## config.mk

```make
export PLATFORM = sky130hd
export DESIGN_NAME = pipe_prefix_addsub
export DESIGN_NICKNAME = d
export VERILOG_FILES = /design/src/rtl/addsub_pkg.sv /design/src/rtl/prefix_cell.sv /design/src/rtl/pipe_prefix_addsub.sv
export SDC_FILE = /design/constraint.sdc
export NUM_CORES = 1
export LEC_CHECK = 0
export CELL_PAD_IN_SITES_DETAIL_PLACEMENT = 1
export CELL_PAD_IN_SITES_GLOBAL_PLACEMENT = 2
export CORE_AREA = 2 2 231 233
export CTS_CLUSTER_DIAMETER = 60
export DETAILED_ROUTE_END_ITERATION = 8
export DIE_AREA = 0 0 233 235
export GPL_ROUTABILITY_DRIVEN = 1
export PLACE_DENSITY = 0.73
export SLEW_MARGIN = 20
export SYNTH_ARGS = -nofsm -noshare
export SYNTH_HDL_FRONTEND = slang
export SYNTH_SLANG_ARGS = --single-unit
```

## constraint.sdc

```tcl
create_clock -name clk -period 67.2 [get_ports clk]
set_input_delay 16.8 -clock clk [delete_from_list [all_inputs] [get_ports clk]]
set_output_delay 16.8 -clock clk [all_outputs]
set_load 0.02 [all_outputs]
```

## src/rtl/addsub_pkg.sv

```systemverilog
// Shared KPG (kill/propagate/generate) encoding and merge semantics for the
// integer-adder functional unit.
package addsub_pkg;

  typedef logic [1:0] kpg_t;

  localparam kpg_t KPG_KILL = 2'b00;
  localparam kpg_t KPG_PROP = 2'b10;
  localparam kpg_t KPG_GEN  = 2'b11;

  // Per-bit pair: upper bit is "not kill" (a|b), lower bit is "generate" (a&b).
  function automatic kpg_t kpg_pair(input logic a, input logic b);
    return {a | b, a & b};
  endfunction

  // A propagating group defers to the lower-order group; K or G stands alone.
  function automatic kpg_t kpg_combine(input kpg_t cur, input kpg_t prev);
    return (cur == KPG_PROP) ? prev : cur;
  endfunction

endpackage

```

## src/rtl/prefix_cell.sv

```systemverilog
// Combinational KPG merge of one prefix node: the current (higher) group
// with the previous (lower) group.
module prefix_cell
  import addsub_pkg::*;
(
  input  kpg_t cur,
  input  kpg_t prev,
  output kpg_t grp
);

  assign grp = kpg_combine(cur, prev);

endmodule

```

## src/rtl/pipe_prefix_addsub.sv

```systemverilog
// Fully pipelined Kogge-Stone adder/subtractor: one operand register stage,
// one register per prefix level, outputs formed in the last level's register.
module pipe_prefix_addsub
  import addsub_pkg::*;
#(
  parameter int WIDTH = 32,
  parameter int TAG_W = 4
) (
  input  logic             clk,
  input  logic             rst,
  input  logic             flush,
  input  logic             in_valid,
  output logic             in_ready,
  input  logic [WIDTH-1:0] in_a,
  input  logic [WIDTH-1:0] in_b,
  input  logic             in_sub,
  input  logic [TAG_W-1:0] in_tag,
  output logic             out_valid,
  input  logic             out_ready,
  output logic [WIDTH-1:0] out_sum,
  output logic             out_cout,
  output logic             out_ovf,
  output logic             out_zero,
  output logic [TAG_W-1:0] out_tag
);

  localparam int LEVELS  = $clog2(WIDTH);
  localparam int LATENCY = LEVELS + 1;

  logic               adv;
  logic [LATENCY-1:0] vld;

  logic [WIDTH-1:0]   b_c;
  logic [WIDTH-1:0]   p0;
  kpg_t [WIDTH-1:0]   kpg0;

  kpg_t [WIDTH-1:0]   kpg_q   [LEVELS];
  logic [WIDTH-1:0]   p_q     [LEVELS];
  logic               msb_a_q [LEVELS];
  logic               msb_b_q [LEVELS];
  logic               sub_q   [LEVELS];
  logic [TAG_W-1:0]   tag_q   [LEVELS];

  kpg_t [WIDTH-1:0]   lvl_d   [1:LEVELS];

  logic [WIDTH:0]     carry;
  logic [WIDTH-1:0]   sum_d;
  logic               ovf_d;

  assign adv       = ~out_valid | out_ready;
  assign in_ready  = adv & ~flush;
  assign out_valid = vld[LATENCY-1];

  // Operand conditioning; the carry-in is folded into bit 0 so every
  // prefix group resolves to K or G after the last level.
  always_comb begin
    b_c  = in_sub ? ~in_b : in_b;
    p0   = in_a ^ b_c;
    kpg0 = '0;
    for (int unsigned i = 0; i < WIDTH; i++) begin
      kpg0[i] = kpg_pair(in_a[i], b_c[i]);
    end
    kpg0[0] = kpg_combine(kpg0[0], in_sub ? KPG_GEN : KPG_KILL);
  end

  genvar k, i;
  generate
    for (k = 1; k <= LEVELS; k++) begin : g_level
      for (i = 0; i < WIDTH; i++) begin : g_bit
        if (i >= (1 << (k - 1))) begin : g_cell
          prefix_cell u_cell (
            .cur  (kpg_q[k-1][i]),
            .prev (kpg_q[k-1][i - (1 << (k - 1))]),
            .grp  (lvl_d[k][i])
          );
        end else begin : g_pass
          assign lvl_d[k][i] = kpg_q[k-1][i];
        end
      end
    end
  endgenerate

  always_comb begin
    carry    = '0;
    carry[0] = sub_q[LEVELS-1];
    for (int unsigned j = 0; j < WIDTH; j++) begin
      carry[j+1] = (lvl_d[LEVELS][j] == KPG_GEN);
    end
    sum_d = p_q[LEVELS-1] ^ carry[WIDTH-1:0];
    // Same as carry[WIDTH]^carry[WIDTH-1]: like-signed operands, unlike-signed sum.
    ovf_d = (msb_a_q[LEVELS-1] ~^ msb_b_q[LEVELS-1]) &
            (sum_d[WIDTH-1] ^ msb_a_q[LEVELS-1]);
  end

  // Data stages carry no reset; validity lives only in vld.
  always_ff @(posedge clk) begin
    if (adv) begin
      kpg_q[0]   <= kpg0;
      p_q[0]     <= p0;
      msb_a_q[0] <= in_a[WIDTH-1];
      msb_b_q[0] <= b_c[WIDTH-1];
      sub_q[0]   <= in_sub;
      tag_q[0]   <= in_tag;
      for (int unsigned s = 1; s < LEVELS; s++) begin
        kpg_q[s]   <= lvl_d[s];
        p_q[s]     <= p_q[s-1];
        msb_a_q[s] <= msb_a_q[s-1];
        msb_b_q[s] <= msb_b_q[s-1];
        sub_q[s]   <= sub_q[s-1];
        tag_q[s]   <= tag_q[s-1];
      end
    end
  end

  always_ff @(posedge clk) begin
    if (rst) begin
      vld      <= '0;
      out_sum  <= '0;
      out_cout <= 1'b0;
      out_ovf  <= 1'b0;
      out_zero <= 1'b0;
      out_tag  <= '0;
    end else if (flush) begin
      vld <= '0;
    end else if (adv) begin
      vld      <= {vld[LATENCY-2:0], in_valid};
      out_sum  <= sum_d;
      out_cout <= carry[WIDTH];
      out_ovf  <= ovf_d;
      out_zero <= ~|sum_d;
      out_tag  <= tag_q[LEVELS-1];
    end
  end

endmodule

```

==> out/qor.csv <==
metric,value,unit
Detailed Route WL,38400,um
met2 Use GR,24.1,%
leakage power,9.60,nW
post-layout min period,37.16,ns
Max transition margin,28.7,%
biggest area consumer among synthesized cells,edfxtp_1,
CP Data Required Time,50.40,ns
Ports,115,
Netlist Area Pre-Place,20800,sq um
"Setup Fix Bufs, Post-CTS",0,
DRC,0,
core area,52200,sq um
final core occ,46.9,%
setup TNS,0,ns
pins over their slew limit,0,
post-synth cell types,44,
Final ANT Viol Nets,0,
initial drt markers,775,
via count,9923,
Async SR Flop Fraction,0,%
Clock Tree Buf Depth,3,
P_sw,0.187,mW
"Slowest-stage cell, CP",inv_2,
Layout Area Growth over Synthesis,18.0,%
pwr/cell area,34.0,nW/um^2
Fmax achieved,26.9,MHz
Worst setup SP type,primary input,
die width,233,um
busiest grt layer,met2,
register area share after synthesis,78.1,%
Starting Density,39.7,%
Ant. Diodes,0,
most common flop cell mapped by yosys,edfxtp_1,
slew at the pin closest to its max-slew limit,1.07,ns
"critical path fanouts, max",138,
final worst clock skew,0.0132,ns
hold_buf cts,0,
"commonest non-fill, non-tap cell in the layout",edfxtp_1,
Post-synth EDFFs,510,
Clk pwr share,35.7,%
Skew-Pair Late Insertion Delay,0.59,ns
CP max stage delay,0.86,ns
CP Capture Type,primary output,
IO Port Bufs,114,
first-pass GRT wire length,59300,um
H-tree levels,2,
outcome,completed,
CTS tree,done,
share of layout cells above drive strength 1,6.64,%
GRT overflow,0,
largest cells by area after synthesis,"edfxtp_1 (74%), dfxtp_1 (4.3%), a21o_1 (4.2%), o21a_1 (4.1%), ha_1 (3.7%)",
top cell type's share of synthesized area,73.8,%
vias per inst,4.75,
First-pass DRT Iterations,4,
Max Cap Viol,0,
GR Util All Layers,14.2,%
Avg Inst Size Synth,17.3,sq um
vias in the first global route,10573,
Pwr Total,0.833,mW
GPL Wtd Cong,0.756,
RSZ-0062 raised after global routing,no,
final setup violating endpoints,0,
#FFs+latches synth,555,
global-route met1 utilization,18.5,%
Hold WC Path Type,flip-flop to flip-flop,
clock sink count,555,
largest net degree at the start of global routing,208,
per-cell routed wire length,18.4,um
WHS,0.417,ns
syn nets,1335,
synth warn,0,
met3 Usage GRT,2.86,%
CTS Buf Count,55,
FP Rows,84,
P_int,0.646,mW
"CTS clk-pin slew, worst paths",0.06,ns
die span in y,235,um
"Top cell by count, worst path",clkdlybuf4s50_1,
Mapped Cells,1199,
Final Hold Vio Count,0,
post-CTS resize count,0,
fin nets,1495,
R2R Setup Slk,63.87,ns
CP arrival,20.36,ns
switch share,22.4,%
HPWL after detailed placement,26700,um
fin crit share,55.3,%
Comb power frac,7.8,%
cells along the critical path,clkdlybuf4s50_1 > nor2b_4 > inv_8 > nand2b_1 > inv_2 > clkdlybuf4s50_1,
peak supply drop,0.0199,mV
share of power burned in registers,56.5,%
WS Path Type,primary input to primary output,
die area,54800,sq um
CTS root buf,clkbuf_16,
initial antenna violation count,1,
FILL cells,4927,
"commonest non-fill, non-tap cells in the layout","edfxtp_1 (510), a21o_1 (116), o21a_1 (113), clkdlybuf4s50_1 (113), inv_1 (93)",
routing by layer:
layer  vias up  share of wire, %
li1       4796                 -
met4         0               1.9
met3        54               4.2
met1      4906                44
met5         -                 0
met2       167                50
flip-flops by register name (all words and copies together) (netlist names), 4 cells and up:
register / flops
kpg_q: 315
p_q: 160
out_sum: 32
tag_q: 20
vld: 6
msb_a_q: 5
msb_b_q: 5
sub_q: 5
out_tag: 4
path summary, 6_finish.rpt:
| check | from | to | cells past startpoint |
|---|---|---|---|
| setup / recovery | out_ready | in_ready | 6 |
| hold / removal | p_q[0][64]$_DFFE_PN_ | p_q[0][96]$_DFFE_PN_ | 0 |
| setup reg to reg | vld[5]$_SDFFE_PP0N_ | kpg_q[0][42]$_DFFE_PN_ | 4 |
| hold reg to reg | p_q[0][64]$_DFFE_PN_ | p_q[0][96]$_DFFE_PN_ | 0 |
Yosys cell counts, drive strengths merged, types with 7 or more instances:
cell type and n:
buf 9, nand2b 30, a211oi 21, dfxtp 45, a21oi 17, xnor2 14, and2 11, nand2 25
xor2 41, o221ai 7, o21a 113, clkbuf 7, edfxtp 510, nor2 29, o211a 8, a21o 116
ha 62, inv 95
cell type report:
type	count	area, sq um	share of cell area [%]
well taps	688	861	3.51
multi-input cells	532	4100	16.7
repair buffers	119	1190	4.87
clock buffers	75	1540	6.27
inverters	96	368	1.50
clock inverters	24	224	0.914
flip-flops and latches	555	16200	66.2
critical path: cells and delay by family:
kind | cells | cell delay (ns)
buf+inv | 4 | 2.70
simple gates | 2 | 0.82
logic make-up after synthesis:
group           count (synthesis)  share of synthesized area (%)
flops                         555                           78.1
compound gates                292                           10.4
simple gates                  122                           3.14
buf+inv                       112                           2.11
fa+ha+maj                      62                           3.74
xor+xnor                       55                           2.39
mux                             1                         0.0542
power by group through the flow:
stage          sequential, mW  combinational, mW  clock, mW
3_3_place_gp            0.475             0.0640          0
2_1_floorplan           0.464             0.0388          0
3_5_place_dp            0.478             0.0657          0
5_1_grt                 0.476             0.0723      0.319
4_1_cts                 0.471             0.0664      0.306
6_report                0.470             0.0652      0.297
metrics by stage:
stage	setup WS [ns]	cells	area (sq um)
2_1_floorplan	21.12	1199	20800
5_1_grt	29.54	2089	24500
3_5_place_dp	29.89	1990	22700
6_report	30.04	2089	24500
4_1_cts	29.90	2089	24500
3_3_place_gp	30.05	1990	22700
Note: power is estimated with default switching activity, not from simulation.
